**src/rtl/hdmi_timing_ctrl_if.sv**
```systemverilog
// Video timing bundle between the timing controller and its consumers.
// The run request goes in. Registered raster position, sync and strobe outputs come out.
interface hdmi_timing_ctrl_if;
    logic        i_enable;
    logic        o_de;
    logic [1:0]  o_ctrl;
    logic [11:0] o_x;
    logic [11:0] o_y;
    logic        o_line_start;
    logic        o_frame_start;
    logic        o_busy;

    modport master (
        output i_enable,
        input  o_de, o_ctrl, o_x, o_y, o_line_start, o_frame_start, o_busy
    );

    modport slave (
        input  i_enable,
        output o_de, o_ctrl, o_x, o_y, o_line_start, o_frame_start, o_busy
    );
endinterface

```
**src/rtl/hdmi_timing_ctrl.sv**
```systemverilog
// HDMI/DVI raster timing generator. It emits only whole frames and registers every output.
// Every output is decoded from the same next-state position as o_x/o_y.
module hdmi_timing_ctrl #(
    parameter int H_ACTIVE = 640,
    parameter int H_FP     = 16,
    parameter int H_SYNC   = 96,
    parameter int H_BP     = 48,
    parameter int V_ACTIVE = 480,
    parameter int V_FP     = 10,
    parameter int V_SYNC   = 2,
    parameter int V_BP     = 33,
    parameter bit HS_POL   = 1'b0,
    parameter bit VS_POL   = 1'b0
) (
    input  logic               i_pixclk,
    input  logic               i_reset_n,
    hdmi_timing_ctrl_if.slave  tim
);
    localparam int H_TOTAL = H_ACTIVE + H_FP + H_SYNC + H_BP;
    localparam int V_TOTAL = V_ACTIVE + V_FP + V_SYNC + V_BP;

    localparam logic [11:0] H_LAST = 12'(H_TOTAL - 1);
    localparam logic [11:0] V_LAST = 12'(V_TOTAL - 1);

    // The bounds are 13 bits wide so that a boundary of exactly 4096 still compares correctly.
    localparam logic [12:0] H_DE_END = 13'(H_ACTIVE);
    localparam logic [12:0] HS_BEG   = 13'(H_ACTIVE + H_FP);
    localparam logic [12:0] HS_END   = 13'(H_ACTIVE + H_FP + H_SYNC);
    localparam logic [12:0] V_DE_END = 13'(V_ACTIVE);
    localparam logic [12:0] VS_BEG   = 13'(V_ACTIVE + V_FP);
    localparam logic [12:0] VS_END   = 13'(V_ACTIVE + V_FP + V_SYNC);

    typedef enum logic [1:0] {IDLE, RUN, DRAIN} state_t;

    state_t      state_q, state_d;
    logic [11:0] h_q, h_d, v_q, v_d;
    logic [11:0] h_inc, v_inc;
    logic        h_end, frame_end;
    logic        de_q, de_d, hs_q, hs_d, vs_q, vs_d;
    logic        ls_q, ls_d, fs_q, fs_d, busy_q, busy_d;
    logic        active;

    always_comb begin
        h_end     = (h_q == H_LAST);
        frame_end = h_end && (v_q == V_LAST);
        h_inc     = h_end ? 12'd0 : h_q + 12'd1;
        v_inc     = h_end ? ((v_q == V_LAST) ? 12'd0 : v_q + 12'd1) : v_q;

        state_d = state_q;
        h_d     = h_q;
        v_d     = v_q;
        case (state_q)
            IDLE: begin
                if (tim.i_enable) begin
                    state_d = RUN;
                    h_d     = 12'd0;
                    v_d     = 12'd0;
                end
            end
            RUN, DRAIN: begin
                // Stop only on the last pixel of a frame. The count parks at (H_LAST, V_LAST).
                if (frame_end && !tim.i_enable) begin
                    state_d = IDLE;
                end else begin
                    h_d     = h_inc;
                    v_d     = v_inc;
                    state_d = tim.i_enable ? RUN : DRAIN;
                end
            end
            default: begin
                state_d = IDLE;
                h_d     = H_LAST;
                v_d     = V_LAST;
            end
        endcase
    end

    always_comb begin
        active = (state_d != IDLE);
        de_d   = active && ({1'b0, h_d} < H_DE_END) && ({1'b0, v_d} < V_DE_END);
        hs_d   = (active && ({1'b0, h_d} >= HS_BEG) && ({1'b0, h_d} < HS_END)) ? HS_POL : ~HS_POL;
        vs_d   = (active && ({1'b0, v_d} >= VS_BEG) && ({1'b0, v_d} < VS_END)) ? VS_POL : ~VS_POL;
        ls_d   = active && (h_d == 12'd0);
        fs_d   = ls_d && (v_d == 12'd0);
        busy_d = active;
    end

    always_ff @(posedge i_pixclk or negedge i_reset_n) begin
        if (!i_reset_n) begin
            state_q <= IDLE;
            h_q     <= H_LAST;
            v_q     <= V_LAST;
            de_q    <= 1'b0;
            hs_q    <= ~HS_POL;
            vs_q    <= ~VS_POL;
            ls_q    <= 1'b0;
            fs_q    <= 1'b0;
            busy_q  <= 1'b0;
        end else begin
            state_q <= state_d;
            h_q     <= h_d;
            v_q     <= v_d;
            de_q    <= de_d;
            hs_q    <= hs_d;
            vs_q    <= vs_d;
            ls_q    <= ls_d;
            fs_q    <= fs_d;
            busy_q  <= busy_d;
        end
    end

    assign tim.o_de          = de_q;
    assign tim.o_ctrl        = {vs_q, hs_q};
    assign tim.o_x           = h_q;
    assign tim.o_y           = v_q;
    assign tim.o_line_start  = ls_q;
    assign tim.o_frame_start = fs_q;
    assign tim.o_busy        = busy_q;
endmodule

```
**src/flat_wrapper.sv**
```systemverilog
// flat-port wrapper written by rule: the top's interface ports become plain ports
module hdmi_timing_ctrl_flat 
#(
    parameter int H_ACTIVE = 640,
    parameter int H_FP     = 16,
    parameter int H_SYNC   = 96,
    parameter int H_BP     = 48,
    parameter int V_ACTIVE = 480,
    parameter int V_FP     = 10,
    parameter int V_SYNC   = 2,
    parameter int V_BP     = 33,
    parameter bit HS_POL   = 1'b0,
    parameter bit VS_POL   = 1'b0
)
  (i_pixclk, i_reset_n, tim_i_enable, tim_o_de, tim_o_ctrl, tim_o_x, tim_o_y, tim_o_line_start, tim_o_frame_start, tim_o_busy);
  hdmi_timing_ctrl_if tim_i ();
  input  logic i_pixclk;
  input  logic i_reset_n;
  input wire logic [$bits(tim_i.i_enable)-1:0] tim_i_enable;
  output wire logic [$bits(tim_i.o_de)-1:0] tim_o_de;
  output wire logic [$bits(tim_i.o_ctrl)-1:0] tim_o_ctrl;
  output wire logic [$bits(tim_i.o_x)-1:0] tim_o_x;
  output wire logic [$bits(tim_i.o_y)-1:0] tim_o_y;
  output wire logic [$bits(tim_i.o_line_start)-1:0] tim_o_line_start;
  output wire logic [$bits(tim_i.o_frame_start)-1:0] tim_o_frame_start;
  output wire logic [$bits(tim_i.o_busy)-1:0] tim_o_busy;
  assign tim_i.i_enable = tim_i_enable;
  assign tim_o_de = tim_i.o_de;
  assign tim_o_ctrl = tim_i.o_ctrl;
  assign tim_o_x = tim_i.o_x;
  assign tim_o_y = tim_i.o_y;
  assign tim_o_line_start = tim_i.o_line_start;
  assign tim_o_frame_start = tim_i.o_frame_start;
  assign tim_o_busy = tim_i.o_busy;
  hdmi_timing_ctrl #(.H_ACTIVE(H_ACTIVE), .H_FP(H_FP), .H_SYNC(H_SYNC), .H_BP(H_BP), .V_ACTIVE(V_ACTIVE), .V_FP(V_FP), .V_SYNC(V_SYNC), .V_BP(V_BP), .HS_POL(HS_POL), .VS_POL(VS_POL)) u_core (.i_pixclk(i_pixclk), .i_reset_n(i_reset_n), .tim(tim_i));
endmodule
```
**config.mk**
```make
export PLATFORM = sky130hd
export DESIGN_NAME = hdmi_timing_ctrl_flat
export DESIGN_NICKNAME = d
export VERILOG_FILES = /design/src/rtl/hdmi_timing_ctrl_if.sv /design/src/rtl/hdmi_timing_ctrl.sv /design/src/flat_wrapper.sv
export SDC_FILE = /design/constraint.sdc
export NUM_CORES = 1
export LEC_CHECK = 0
export BUFFER_PORTS_ARGS = -buffer_cell sky130_fd_sc_hd__clkbuf_2
export CORE_ASPECT_RATIO = 1.1
export CORE_MARGIN = 5
export CORE_UTILIZATION = 47
export CTS_BUF_LIST = sky130_fd_sc_hd__clkbuf_4 sky130_fd_sc_hd__clkbuf_8
export DETAILED_ROUTE_END_ITERATION = 12
export GPL_TIMING_DRIVEN = 0
export PLACE_DENSITY = 0.68
export SYNTH_ARGS = -nofsm -noshare
export SYNTH_HDL_FRONTEND = slang
export SYNTH_SLANG_ARGS = --single-unit
```
**constraint.sdc**
```tcl
create_clock -name i_pixclk -period 6.8 [get_ports i_pixclk]
set_input_delay 1.36 -clock i_pixclk [delete_from_list [all_inputs] [get_ports i_pixclk]]
set_output_delay 1.36 -clock i_pixclk [all_outputs]
set_load 0.02 [all_outputs]
```
# ---- Yosys cells after proc, flatten, opt, wreduce, memory -nomap -nowiden
# Cells that the tools add are included.
# Widths: inputs -> output; s select.
dict set report word_totals {
  wordCells 52
  output_inout_bits 30
  register_bits 32
}
dict set report classes {
  magnitude_cmp 6
  mux 15
  eq_ne 4
  add_sub_neg 2
  reduce_logical 16
}
# op n
set op_table {}
lappend op_table {{$mux 12} 7}
lappend op_table {{$pmux 12 s2} 2}
lappend op_table {{$add 12x1->12 const B} 2}
lappend op_table {{$eq 12x10->1 const B} 2}
lappend op_table {{$logic_not 12->1} 2}
lappend op_table {{$lt 12x10->1 const B} 2}
lappend op_table {{$lt 12x9->1 const B} 2}
lappend op_table {{$ge 12x10->1 const B} 1}
lappend op_table {{$ge 12x9->1 const B} 1}
lappend op_table {{$logic_and 1x1->1} 10}
lappend op_table {{$mux 2} 3}
lappend op_table {{$pmux 2 s2} 1}
lappend op_table {{$eq 2x1->1 const B} 1}
lappend op_table {{$eq 2x2->1 const B} 1}
lappend op_table {{$logic_not 2->1} 1}
lappend op_table {{$mux 1} 2}
lappend op_table {{$reduce_bool 2->1} 1}
lappend op_table {{$reduce_or 2->1} 1}
lappend op_table {{$logic_not 1->1} 1}

# ---- Logic depth before layout (Yosys ltp)
# Gate-level depths: netlist (run 1).
dict set report logic_depth {
  word_depth 9
  ltp_mapped 11
}

# ---- Worst setup path after synthesis (run 1)
# No wires, ideal clock.
dict set report synth_timing {
  kind {input-to-reg}
  from {in tim_i_enable}
  to {reg u_core.hs_q}
  setup_slack_ps 3792
  setup_ps 94
  cell_stages 6
  arrival_ps 2914
  required_time_ps 6706
  n_path_buf 0
  path_cell_list {nor4_4 o21ai_4 o211a_1 and2_1 a21o_1 or4b_1}
}
dict set report synth_via {
  elab_chain_cells 8
  elab_cells_between_ends 15
  cone_classes {2 x order compare; 8 x mux; 5 x reduce/logical}
}
# element line_no
set synth_rtl {}
lappend synth_rtl {{start: declaration} flat_wrapper.sv:19} ;# input wire logic [$bits(tim_i.i_enable)-1:0] tim_i_enable;
lappend synth_rtl {{$logic_not 1->1} hdmi_timing_ctrl.sv:62} ;# if (frame_end && !tim.i_enable) begin
lappend synth_rtl {{$logic_and 1x1->1} hdmi_timing_ctrl.sv:62}
lappend synth_rtl {{$mux 12 or $mux 2 (tied branches)} hdmi_timing_ctrl.sv:62}
lappend synth_rtl {{$pmux 12 s2 or $pmux 2 s2 (tied branches)} hdmi_timing_ctrl.sv:52} ;# case (state_q)
lappend synth_rtl {{$ge 12x10->1 or $reduce_bool 2->1 (tied branches)} {hdmi_timing_ctrl.sv:81, hdmi_timing_ctrl.sv:79}}
lappend synth_rtl {{$logic_and 1x1->1} hdmi_timing_ctrl.sv:81} ;# hs_d = (active && ({1'b0, h_d} >= HS_BEG) && ({1'b0, h_d} < HS_END)) ? HS_POL : ~HS_POL;
lappend synth_rtl {{$logic_and 1x1->1 (*)} hdmi_timing_ctrl.sv:81}
lappend synth_rtl {{$mux 1 (*)} hdmi_timing_ctrl.sv:81}
lappend synth_rtl {{named net u_core.hs_d} hdmi_timing_ctrl.sv:39} ;# logic de_q, de_d, hs_q, hs_d, vs_q, vs_d;
lappend synth_rtl {{end signal: assignment} hdmi_timing_ctrl.sv:94} ;# hs_q <= ~HS_POL;
lappend synth_rtl {{end signal: assignment} hdmi_timing_ctrl.sv:104} ;# hs_q <= hs_d;
lappend synth_rtl {{end: declaration} hdmi_timing_ctrl.sv:39}
# Mark *: on every way through the listed nets, which the timed path passes. The rest lies on a longest branch.

# ---- Worst setup path after layout (run 1)
dict set report layout_timing {
  from {reg u_core.h_q[1], in the netlist u_core.tim.o_x[1]}
  to {reg u_core.vs_q}
}
dict set report layout_via {
  elab_chain_cells 9
  elab_cells_between_ends 14
  cone_classes {2 x order compare; 1 x eq/ne; 6 x mux; 5 x reduce/logical}
}
# element line_no
set layout_rtl {}
lappend layout_rtl {{start: declaration} hdmi_timing_ctrl.sv:36} ;# logic [11:0] h_q, h_d, v_q, v_d;
lappend layout_rtl {{start signal: assignment} hdmi_timing_ctrl.sv:91} ;# h_q <= H_LAST;
lappend layout_rtl {{start signal: assignment} hdmi_timing_ctrl.sv:101} ;# h_q <= h_d;
lappend layout_rtl {{$eq 12x10->1 (*)} hdmi_timing_ctrl.sv:44} ;# h_end = (h_q == H_LAST);
lappend layout_rtl {{$logic_and 1x1->1} hdmi_timing_ctrl.sv:45} ;# frame_end = h_end && (v_q == V_LAST);
lappend layout_rtl {{$logic_and 1x1->1} hdmi_timing_ctrl.sv:62}
lappend layout_rtl {{$mux 12 (*)} hdmi_timing_ctrl.sv:62}
lappend layout_rtl {{$pmux 12 s2 (*)} hdmi_timing_ctrl.sv:52}
lappend layout_rtl {{named net u_core.v_d[2]} hdmi_timing_ctrl.sv:36}
lappend layout_rtl {{$ge 12x9->1} hdmi_timing_ctrl.sv:82} ;# vs_d = (active && ({1'b0, v_d} >= VS_BEG) && ({1'b0, v_d} < VS_END)) ? VS_POL : ~VS_POL;
lappend layout_rtl {{$logic_and 1x1->1} hdmi_timing_ctrl.sv:82}
lappend layout_rtl {{$logic_and 1x1->1 (*)} hdmi_timing_ctrl.sv:82}
lappend layout_rtl {{$mux 1 (*)} hdmi_timing_ctrl.sv:82}
lappend layout_rtl {{named net u_core.vs_d} hdmi_timing_ctrl.sv:39}
lappend layout_rtl {{end signal: assignment} hdmi_timing_ctrl.sv:95} ;# vs_q <= ~VS_POL;
lappend layout_rtl {{end signal: assignment} hdmi_timing_ctrl.sv:105} ;# vs_q <= vs_d;
lappend layout_rtl {{end: declaration} hdmi_timing_ctrl.sv:39}
# Marked as above.

==> summary.txt, run 1 <==
Run status
  • Run status: completed

Final layout
  • Commonest non-fill, non-tap cell in the layout: clkbuf_2
  • FF+latch area: 816 sq um
  • Area of combinational cells with multiple inputs: 0.00127 sq mm
  • Final antenna diode count: 0
  • Layout filler cell count: 448
  • Area grow syn2layout: 15.5%
  • Non-Filler Instances: 350
  • Total number of nets in the final design: 301
  • Final Util: 55.3%
  • Share of cells above drive strength 1: 24.8%
  • Highest-count cells in the layout ignoring fill and taps: clkbuf_2 (32), nand2_1 (27), dfrtp_1 (20), nor2_1 (15), nand3_1 (14)

Timing
  • Final count of hold timing violations: 0
  • Actual transition at the worst max-transition pin: 0.789 ns
  • Setup violation total in the final timing report: 0
  • Pins over their slew limit: 0
  • Setup repair after global routing missed its margin: no
  • Accumulated negative setup slack: 0 ns
  • Relative slew slack: 47.4%
  • Time the worst path needs with I/O delays and setup: 3.36 ns
  • Max Clock Skew: 0.00741 ns
  • Period utilization: 49.5%
  • Max Clk Rate: 0.297 GHz

Drt
  • Avg Vias per Cell: 6.29
  • Initial drt markers: 234
  • Total wire length after detailed routing: 6.17 mm
  • First-pass iteration count of the detailed router: 6
  • Number of remaining DRC errors: 0
  • Wire length per cell after detailed routing: 17.6 um
  • Count of nets left with antenna violations after detail routing: 0
  • Vias post-DR: 2,203

Global routing
  • Met2 demand-to-capacity share in global routing: 36.3%
  • Most crowded layer after global routing: met2
  • M1 GR Usage: 28.9%
  • Largest net degree at the start of global routing: 33
  • Number of global-route vias before repair: 2,106
  • Total global-route track usage: 21.9%
  • Grt ovf: 0
  • Global-route wire length before repair: 10.4 mm
  • Initial antenna violation count: 0
  • Met3 Resource Use GR: 3.67%

Setup path
  • Data arrival time at the worst-slack endpoint: 3.57 ns
  • Worst reg2reg path startpoint: u_core.tim.o_x[1]$_DFF_PN1_
  • Maximum fanout encountered on the critical timing path: 9
  • Crit Path Category: reg2reg
  • CP max-delay cell: dfstp_2
  • Crit path capture type: flop
  • Cell chain of the critical path: ha_1 -> nand4_1 -> nor3_2 -> a21boi_1 -> a311o_1 -> nor2b_1 -> nand4_1 -> or3_1
  • Most frequent cell on the critical path: nand4_1
  • Data required time at the worst endpoint: 7.01 ns
  • Critical Path Start Type: flop
  • Largest stage delay, worst path: 0.61 ns
  • Worst setup path startpoint: u_core.tim.o_x[1]$_DFF_PN1_

Clocking
  • Clock tree from TritonCTS: built
  • Insertion delay to the later sink of the worst-skew pair: 0.28 ns
  • Worst-path clk slew: 0.07 ns
  • CTS max path bufs: 2
  • CTS Sinks: 32
  • Hold buffer count at CTS: 0
  • Clk Tree Root Cell: clkbuf_8
  • H-tree depth reported by CTS: 2
  • Number of gates resized after cts: 0
  • Buffers inserted by post-CTS timing repair: 0
  • Total CTS buffers: 5

Power and ir drop
  • Share of power burned in the clock network: 17.8%
  • Logic pwr share: 52.6%
  • LEAKAGE: 0.00110 uW
  • Flop pwr share: 29.5%
  • Net switching power figure: 477 uW
  • Internal: 552 uW
  • Switching fraction of total power: 46.3%
  • Cell Pwr Density: 403 mW/mm^2
  • Worst supply voltage drop on vdd: 0.189 mV

Synthesis
  • Number of flops mapped to enable cells by yosys: 0
  • Post-synth top flop: dfrtp_1
  • Number of distinct standard cells referenced by the synthesized netlist: 63
  • Proportion of synthesized flip-flops having asynchronous set or reset: 100%
  • Per-instance average area after synthesis: 8.70 sq um
  • Largest area contributor in the netlist: dfrtp_1
  • Sequential area share after synthesis: 36.9%
  • Cells after synthesis: 254
  • Synthesized Nets: 262
  • Top area cells in the synthesized netlist: dfrtp_1 (23%), dfstp_2 (14%), nand2_1 (4.6%), nand3_1 (3.2%), nand4_1 (3.1%)
  • Flop and latch count out of synthesis: 32
  • Share of the synthesized area in the top cell type: 22.6%
  • Number of warnings printed during yosys synthesis: 0
  • Synthesized cell area: 0.00221 sq mm

Placed design
  • PortBufs: 32
  • Placed wire-length estimate after detailed placement: 4.47 mm
  • Placed cell count: 342
  • Final weighted congestion in routability-driven placement: 0.900

Worst hold path
  • Startpoint of the tightest hold check path: u_core.tim.o_x[1]$_DFF_PN1_
  • Classification of the worst-slack hold path: reg2reg

Floorplanning
  • Effective utilization at floorplan: 47.9%
  • Num ports: 33
  • Area of the die: 0.00618 sq mm
  • Die outline width: 75.4 um
  • Die Span Y: 81.9 um
  • Number of rows in the core area: 26
  • CORE AREA: 0.00462 sq mm

Run
  • Max Cap Violations: 0
==> power by group through the flow <==
stage / logic [uW] / registers [uW] / clock network, uW
global route: 594 / 312 / 197
finish: 542 / 304 / 184
CTS: 535 / 303 / 190
global placement: 530 / 306 / 0
detailed placement: 531 / 306 / 0
floorplan: 337 / 343 / 0
==> registers in the layout, indices dropped and copies added (netlist names) <==
name / flops
u_core.vs_q: 1
u_core.state_q: 2
u_core.tim.o_y: 12
u_core.tim.o_de: 1
u_core.tim.o_frame_start: 1
u_core.tim.o_busy: 1
u_core.hs_q: 1
u_core.tim.o_line_start: 1
u_core.tim.o_x: 12
==> kinds of logic (layout without fill, tap and decap cells) <==
group	Yosys count	after routing	share of synthesized area [%]
buffers and inverters	27	67	5.72
adder cells (fa/ha/maj)	5	5	2.83
flip-flops	32	32	36.9
AO/OA/AOI/OAI	60	60	19.7
multiplexers	1	1	0.509
AND/OR/NAND/NOR	128	128	34.0
XOR/XNOR	1	1	0.396
==> layout make-up <==
class                   instances  area share, %
inverters                      10           1.47
well taps                      56           2.75
multi-input cells             195           49.7
flip-flops and latches         32           32.0
repair buffers                 32           6.27
clock buffers                   6           2.99
plain buffers                  17           3.48
clock inverters                 2           1.37
==> critical path: cells and delay by family (launching register included) <==
family | cells | cell delay (ns)
and+or+nand+nor | 5 | 1.68
DFF | 1 | 0.61
adders and majority gates | 1 | 0.25
AOI/OAI and AO/OA | 2 | 0.75
==> layer usage <==
metal	up-vias	share of wire, %
met3	9	8.3
met2	106	48
li1	1029	-
met4	0	1.8
met1	1059	42
met5	-	0
==> through the flow <==
| step | total power (uW) | cell area, sq um | hold WS (ns) | setup WS (ns) |
|---|---|---|---|---|
| 2_1_floorplan | 680 | 2210 | 0.530 | 3.79 |
| 3_3_place_gp | 836 | 2440 | 0.552 | 3.35 |
| 3_5_place_dp | 837 | 2440 | 0.537 | 3.35 |
| 4_1_cts | 1030 | 2550 | 0.547 | 3.53 |
| 5_1_grt | 1100 | 2550 | 0.563 | 3.31 |
| 6_report | 1030 | 2550 | 0.559 | 3.44 |
==> synth_stat cells (8+ instances only) <==
cell	count
dfrtp_1	20
clkbuf_1	10
nand4_1	11
a31oi_1	8
nor3_1	10
a21oi_1	10
nand2_1	27
nand3_1	14
inv_1	10
nor2_1	15
dfstp_2	12
==> worst paths after layout <==
path                                               end  slack (ns)  depth (start not counted)
setup / recovery                 u_core.vs_q$_DFF_PN1_        3.44                          8
hold / removal             u_core.tim.o_x[1]$_DFF_PN1_        0.56                          2
setup reg to reg                 u_core.vs_q$_DFF_PN1_        3.44                          8
hold reg to reg            u_core.tim.o_x[1]$_DFF_PN1_        0.56                          2
max in group asynchronous  u_core.tim.o_y[4]$_DFF_PN0_        5.15                          1
min in group asynchronous  u_core.tim.o_x[6]$_DFF_PN0_        1.14                          1
Power figures use the tool's default switching activity.
==> run 2: changes to the inputs <==
--- a/config.mk
+++ b/config.mk
@@ -5,6 +5,7 @@
 export SDC_FILE = /design/constraint.sdc
 export NUM_CORES = 1
 export LEC_CHECK = 0
+export ABC_AREA = 1
 export BUFFER_PORTS_ARGS = -buffer_cell sky130_fd_sc_hd__clkbuf_2
 export CORE_ASPECT_RATIO = 1.1
 export CORE_MARGIN = 5
@@ -12,7 +13,7 @@
 export CTS_BUF_LIST = sky130_fd_sc_hd__clkbuf_4 sky130_fd_sc_hd__clkbuf_8
 export DETAILED_ROUTE_END_ITERATION = 12
 export GPL_TIMING_DRIVEN = 0
-export PLACE_DENSITY = 0.68
+export PLACE_DENSITY = 0.67
 export SYNTH_ARGS = -nofsm -noshare
 export SYNTH_HDL_FRONTEND = slang
 export SYNTH_SLANG_ARGS = --single-unit
==> constraint.sdc (replaced) <==
create_clock -name i_pixclk -period 3.12 [get_ports i_pixclk]
set_input_delay 0.624 -clock i_pixclk [delete_from_list [all_inputs] [get_ports i_pixclk]]
set_output_delay 0.624 -clock i_pixclk [all_outputs]
set_load 0.02 [all_outputs]
==> summary.txt, run 2 <==
Setup path
  • CP max-delay cell: dfstp_2
  • Worst reg2reg path startpoint: u_core.tim.o_x[1]$_DFF_PN1_
  • Top Family by Delay on Critical Path: simple AND/OR/NAND/NOR gates
  • Cell chain of the critical path: ha_1 -> nand2_1 -> nor2_4 -> nand2_2 -> nor2_1 -> nand2_1 -> nand3_2 -> nand2_1 -> a21oi_2 -> nand2_1 -> nor2_1 -> nand3_1 -> nor2_1
  • Worst setup path startpoint: u_core.tim.o_x[1]$_DFF_PN1_
  • Crit Path Category: reg2reg
  • Data arrival time at the worst-slack endpoint: 2.59 ns
  • Most frequent cell on the critical path: nand2_1
  • Data required time at the worst endpoint: 3.35 ns
  • Critical Path Start Type: flop
  • Maximum fanout encountered on the critical timing path: 8
  • Crit path capture type: flop
  • Total buffers and inverters traversed by the critical path: 0
  • Largest stage delay, worst path: 0.57 ns

Clocking
  • Total CTS buffers: 5
  • Worst-path clk slew: 0.07 ns
  • Clock tree from TritonCTS: built
  • Buffers inserted by post-CTS timing repair: 0
  • Number of gates resized after cts: 0
  • CTS max path bufs: 2
  • H-tree depth reported by CTS: 2
  • Hold buffer count at CTS: 0
  • Insertion delay to the later sink of the worst-skew pair: 0.29 ns
  • Clk Tree Root Cell: clkbuf_8
  • CTS Sinks: 32

Floorplanning
  • Area of the die: 0.00717 sq mm
  • Die Span Y: 88.3 um
  • Effective utilization at floorplan: 48.5%
  • Number of rows in the core area: 28
  • Num ports: 33
  • Die outline width: 81.2 um
  • CORE AREA: 0.00540 sq mm

Final layout
  • Non-Filler Instances: 539
  • Commonest non-fill, non-tap cell in the layout: nand2_1
  • Area grow syn2layout: 14.0%
  • Final antenna diode count: 0
  • Post-route cell area: 0.00298 sq mm
  • Share of cells above drive strength 1: 19.0%
  • Total number of nets in the final design: 471
  • Highest-count cells in the layout ignoring fill and taps: nand2_1 (151), inv_1 (66), nand3_1 (55), nor2_1 (38), clkbuf_2 (32)

Synthesis
  • Per-instance average area after synthesis: 6.18 sq um
  • Proportion of synthesized flip-flops having asynchronous set or reset: 100%
  • Post-synth top flop: dfrtp_1
  • Multiplexer fraction of the synthesized cell area: 0%
  • Cell with the most instances after synthesis: nand2_1
  • Synth Area in Compound Gates: 6.02%
  • Combinational family with the most area after synthesis: simple AND/OR/NAND/NOR gates
  • Simple-gate portion of the synthesized area: 47.0%
  • Flop and latch count out of synthesis: 32
  • Number of warnings printed during yosys synthesis: 0
  • Cells after synthesis: 424
  • Share of the synthesized area in the top cell type: 21.6%
  • Sequential area share after synthesis: 31.2%
  • Number of distinct standard cells referenced by the synthesized netlist: 34
  • Top area cells in the synthesized netlist: nand2_1 (22%), dfrtp_1 (19%), dfstp_2 (12%), nand3_1 (11%), inv_1 (9.5%)
  • Number of flops mapped to enable cells by yosys: 0
  • Synthesized-area fraction occupied by xor and xnor cells: 0.334%
  • Area share of fa/ha/maj cells after synthesis: 2.39%
  • Largest area contributor in the netlist: nand2_1
  • Synthesized Nets: 432
  • Synthesized cell area: 0.00262 sq mm
  • Most numerous cell types in the synthesized netlist: nand2_1 (151), inv_1 (66), nand3_1 (55), nor2_1 (38), dfrtp_1 (20)

Placed design
  • Placed cell count: 531
  • Instance area after placement: 0.00287 sq mm
  • PortBufs: 32
  • Dpl ws: 0.790 ns
  • Placed wire-length estimate after detailed placement: 5.70 mm
  • Final weighted congestion in routability-driven placement: 0.911

Timing
  • Time the worst path needs with I/O delays and setup: 2.37 ns
  • Final count of hold timing violations: 0
  • Max Clk Rate: 0.422 GHz
  • Max Clock Skew: 0.00645 ns
  • Period utilization: 75.9%
  • Relative slew slack: 46.8%
  • Pins over their slew limit: 0
  • Actual transition at the worst max-transition pin: 0.797 ns
  • Setup repair after global routing missed its margin: no
  • Setup violation total in the final timing report: 0
  • Minimum setup slack in the final design: 0.753 ns
  • Accumulated negative setup slack: 0 ns

Global routing
  • Largest net degree at the start of global routing: 33
  • Grt ovf: 0
  • Initial antenna violation count: 0
  • Number of global-route vias before repair: 2,691
  • Global-route wire length before repair: 13.0 mm
  • Total global-route track usage: 23.6%

Run status
  • Run status: completed

Power and ir drop
  • LEAKAGE: 0.00178 uW
  • Worst supply voltage drop on vdd: 0.629 mV
  • Total power after layout: 2190 uW
  • Cell Pwr Density: 735 mW/mm^2

Drt
  • First-pass iteration count of the detailed router: 5
  • Initial drt markers: 223
  • Count of nets left with antenna violations after detail routing: 0
  • Wire length per cell after detailed routing: 13.9 um
  • Number of remaining DRC errors: 0
  • Total wire length after detailed routing: 7.49 mm
  • Vias post-DR: 2,771
  • Avg Vias per Cell: 5.14

Worst hold path
  • Classification of the worst-slack hold path: in2async

Run
  • Max Cap Violations: 0
[run 2: changes by cell type after synthesis, moves of 8 or more]
cell	change
nor2_1	+23
a31oi_1	-8
nand3_1	+41
inv_1	+56
nor3_1	-9
nand2_1	+124
[run 2: power breakdown]
| group | switching [uW] | internal [uW] | leakage, uW | total (uW) |
|---|---|---|---|---|
| Combinational | 830 | 336 | 0.00132 | 1170 |
| Clock | 167 | 236 | 0.0000541 | 404 |
| Sequential | 78.0 | 545 | 0.000398 | 623 |
[run 2: metal layers]
| layer | vias up | GRT usage [%] | share of wire, % |
|---|---|---|---|
| met3 | 9 | 3.46 | 4.8 |
| met5 | - | 0 | 0 |
| li1 | 1403 | - | - |
| met4 | 0 | 6.91 | 1.4 |
| met1 | 1285 | 32.6 | 48 |
| met2 | 74 | 38.5 | 46 |
[run 2: metrics by stage]
step / utilization, % / hold slack (ns)
2_1_floorplan: - / 0.328
3_3_place_gp: 53.2 / 0.548
3_5_place_dp: 53.2 / 0.554
4_1_cts: 55.3 / 0.428
5_1_grt: 55.3 / 0.472
6_report: 55.3 / 0.400
[run 2: worst reg2reg max path, cell delays in order, from the launching register on]
cell	delay, ns
dfstp_2	0.57
ha_1	0.17
nand2_1	0.11
nor2_4	0.19
nand2_2	0.11
nor2_1	0.20
nand2_1	0.09
nand3_2	0.07
nand2_1	0.06
a21oi_2	0.19
nand2_1	0.08
nor2_1	0.18
nand3_1	0.18
nor2_1	0.12
[run 2: area by class of cell]
class | count | area, sq um
well taps | 75 | 93.8
plain buffers | 14 | 77.6
clock buffers | 5 | 68.8
clock inverters | 3 | 42.5
multi-input cells | 307 | 1460
flip-flops and latches | 32 | 816
inverters | 71 | 267
repair buffers | 32 | 160
fillers | 593 | 2410
[run 2: logic make-up (layout without fill, tap and decap cells)]
logic type	count (synthesis)	after routing
compound gates	26	26
buf+inv	85	125
flops	32	32
simple gates	275	275
xor+xnor	1	1
fa+ha+maj	5	5
[run 2: final timing paths]
kind / slack [ns] / depth (start not counted) / end
max in group asynchronous: 2.20 / 1 / u_core.tim.o_y[6]$_DFF_PN0_
worst max register to register: 0.75 / 13 / u_core.tim.o_frame_start$_DFF_PN0_
worst min-delay path: 0.40 / 1 / u_core.tim.o_de$_DFF_PN0_
worst min register to register: 0.56 / 2 / u_core.tim.o_x[1]$_DFF_PN1_
min in group i_pixclk: 0.56 / 2 / u_core.tim.o_x[1]$_DFF_PN1_
worst max-delay path: 0.75 / 13 / u_core.tim.o_frame_start$_DFF_PN0_
==> run 3: changes to the inputs <==
==> constraint.sdc (replaced) <==
create_clock -name i_pixclk -period 2.2 [get_ports i_pixclk]
set_input_delay 0.44 -clock i_pixclk [delete_from_list [all_inputs] [get_ports i_pixclk]]
set_output_delay 0.44 -clock i_pixclk [all_outputs]
set_load 0.02 [all_outputs]
==> summary.txt, run 3 (synthesis results as in run 2) <==
Power and ir drop
  • LEAKAGE: 0.00194 uW
  • Cell Pwr Density: 1020 mW/mm^2
  • Worst supply voltage drop on vdd: 1.04 mV

Global routing
  • Global-route wire length before repair: 13.0 mm
  • Total global-route track usage: 23.7%
  • Largest net degree at the start of global routing: 33
  • Grt ovf: 0
  • Number of global-route vias before repair: 2,707
  • Initial antenna violation count: 0

Clocking
  • CTS max path bufs: 2
  • CTS Sinks: 32
  • H-tree depth reported by CTS: 2
  • Clock tree from TritonCTS: built
  • Total CTS buffers: 5
  • Insertion delay to the later sink of the worst-skew pair: 0.29 ns
  • Worst-path clk slew: 0.07 ns
  • Clk Tree Root Cell: clkbuf_8

Setup path
  • Data required time at the worst endpoint: 2.38 ns
  • Maximum fanout encountered on the critical timing path: 6
  • Crit path capture type: flop
  • Critical Path Start Type: flop
  • Crit Path Category: reg2reg
  • Data arrival time at the worst-slack endpoint: 2.29 ns

Drt
  • Avg Vias per Cell: 5.32
  • First-pass iteration count of the detailed router: 6
  • Vias post-DR: 2,952
  • Initial drt markers: 312
  • Wire length per cell after detailed routing: 14.6 um
  • Number of remaining DRC errors: 0
  • Count of nets left with antenna violations after detail routing: 0
  • Total wire length after detailed routing: 8.11 mm

Timing
  • Period utilization: 95.9%
  • Max Clock Skew: 0.00615 ns
  • Accumulated negative setup slack: 0 ns
  • Setup violation total in the final timing report: 0
  • Max Clk Rate: 0.474 GHz
  • Time the worst path needs with I/O delays and setup: 2.11 ns
  • Relative slew slack: 46.3%
  • Final count of hold timing violations: 0
  • Pins over their slew limit: 0
  • Actual transition at the worst max-transition pin: 0.805 ns

Placed design
  • Instance area after placement: 0.00287 sq mm
  • PortBufs: 32
  • Placed wire-length estimate after detailed placement: 5.70 mm
  • Final weighted congestion in routability-driven placement: 0.911

Run status
  • Run status: completed

Final layout
  • Commonest non-fill, non-tap cell in the layout: nand2_1
  • Post-route cell area: 0.00338 sq mm
  • Share of cells above drive strength 1: 31.5%
  • Highest-count cells in the layout ignoring fill and taps: nand2_1 (134), inv_1 (61), nand3_1 (48), clkbuf_2 (33), nor2_1 (27)
  • Area grow syn2layout: 29.1%
  • Layout filler cell count: 543
  • Total number of nets in the final design: 487
  • Final Util: 62.7%
  • Final antenna diode count: 0

Run
  • Max Cap Violations: 0

Floorplanning
  • Num ports: 33
  • Die Span Y: 88.3 um
  • Area of the die: 0.00717 sq mm
  • Effective utilization at floorplan: 48.5%
  • Number of rows in the core area: 28
  • CORE AREA: 0.00540 sq mm
  • Die outline width: 81.2 um

Worst hold path
  • Classification of the worst-slack hold path: in2async
==> run 3: worst paths after layout <==
path	from	end	slack [ns]	cells after the start
hold / removal	i_reset_n	u_core.tim.o_de$_DFF_PN0_	0.22	1
hold reg to reg	u_core.state_q[0]$_DFF_PN0_	u_core.state_q[0]$_DFF_PN0_	0.60	2
min in group i_pixclk	tim_i_enable	u_core.state_q[0]$_DFF_PN0_	0.45	3
max in group asynchronous	i_reset_n	u_core.tim.o_y[6]$_DFF_PN0_	1.47	1
setup reg to reg	u_core.tim.o_x[0]$_DFF_PN1_	u_core.tim.o_de$_DFF_PN0_	0.09	13
setup / recovery	u_core.tim.o_x[0]$_DFF_PN1_	u_core.tim.o_de$_DFF_PN0_	0.09	13
==> run 3: final cells by class <==
class                      count  area (sq um)  share of cell area [%]
multi-input combinational    307          1670                    49.5
sequential                    32           816                    24.1
timing repair buffer          51           349                    10.3
inverter                      71           269                    7.95
tap                           75          93.8                    2.77
buffer                        11          70.1                    2.07
clock buffer                   5          68.8                    2.03
clock inverter                 3          42.5                    1.26
==> run 3: layer usage <==
metal / share of wire (%) / routed length, um / GRT usage [%] / up-vias
met5: 0 / 0 / 0 / -
met4: 1.5 / 125 / 6.61 / 0
met3: 5.1 / 415 / 3.46 / 18
met2: 48 / 3880 / 39.1 / 110
met1: 45 / 3680 / 32.5 / 1391
li1: - / - / - / 1433
==> run 3: repair_timing <==
| item | 4_1_cts | 5_1_grt |
|---|---|---|
| pin swaps | 2 | 30 |
| hold buffers | 0 | 0 |
| endpoints found under the setup margin | 5 | 5 |
| gates resized for setup | 6 | 63 |
| cloned | 0 | 1 |
| setup buffers | 5 | 13 |
==> run 3: critical path, stage by stage, from the launching register on <==
cell      delay, ns
dfstp_2        0.58
ha_4           0.17
inv_4          0.04
nor2_4         0.15
nand2_4        0.09
nor2_8         0.15
buf_4          0.14
nand3_4        0.11
nand2_1        0.12
a21oi_2        0.08
inv_2          0.10
nand3_2        0.08
nand3b_1       0.14
nor2_1         0.06
==> run 3: power breakdown <==
| group | total [uW] | internal [uW] | leakage (uW) | switching, uW |
|---|---|---|---|---|
| combinational | 1970 | 649 | 0.00149 | 1330 |
| sequential | 912 | 775 | 0.000398 | 137 |
| clock | 572 | 335 | 0.0000541 | 237 |
| total | 3460 | 1760 | 0.00194 | 1700 |
==> run 3: per-stage QoR <==
stage               std cells  setup slack, ns  power (uW)  hold WS (ns)
floorplan                 424            0.242        2040         0.144
global placement          531          -0.0840        2530         0.548
detailed placement        531           -0.130        2550         0.554
CTS                       542          0.00636        3160         0.244
global route              555          -0.0421        3700         0.288
finish                    555           0.0904        3460         0.224
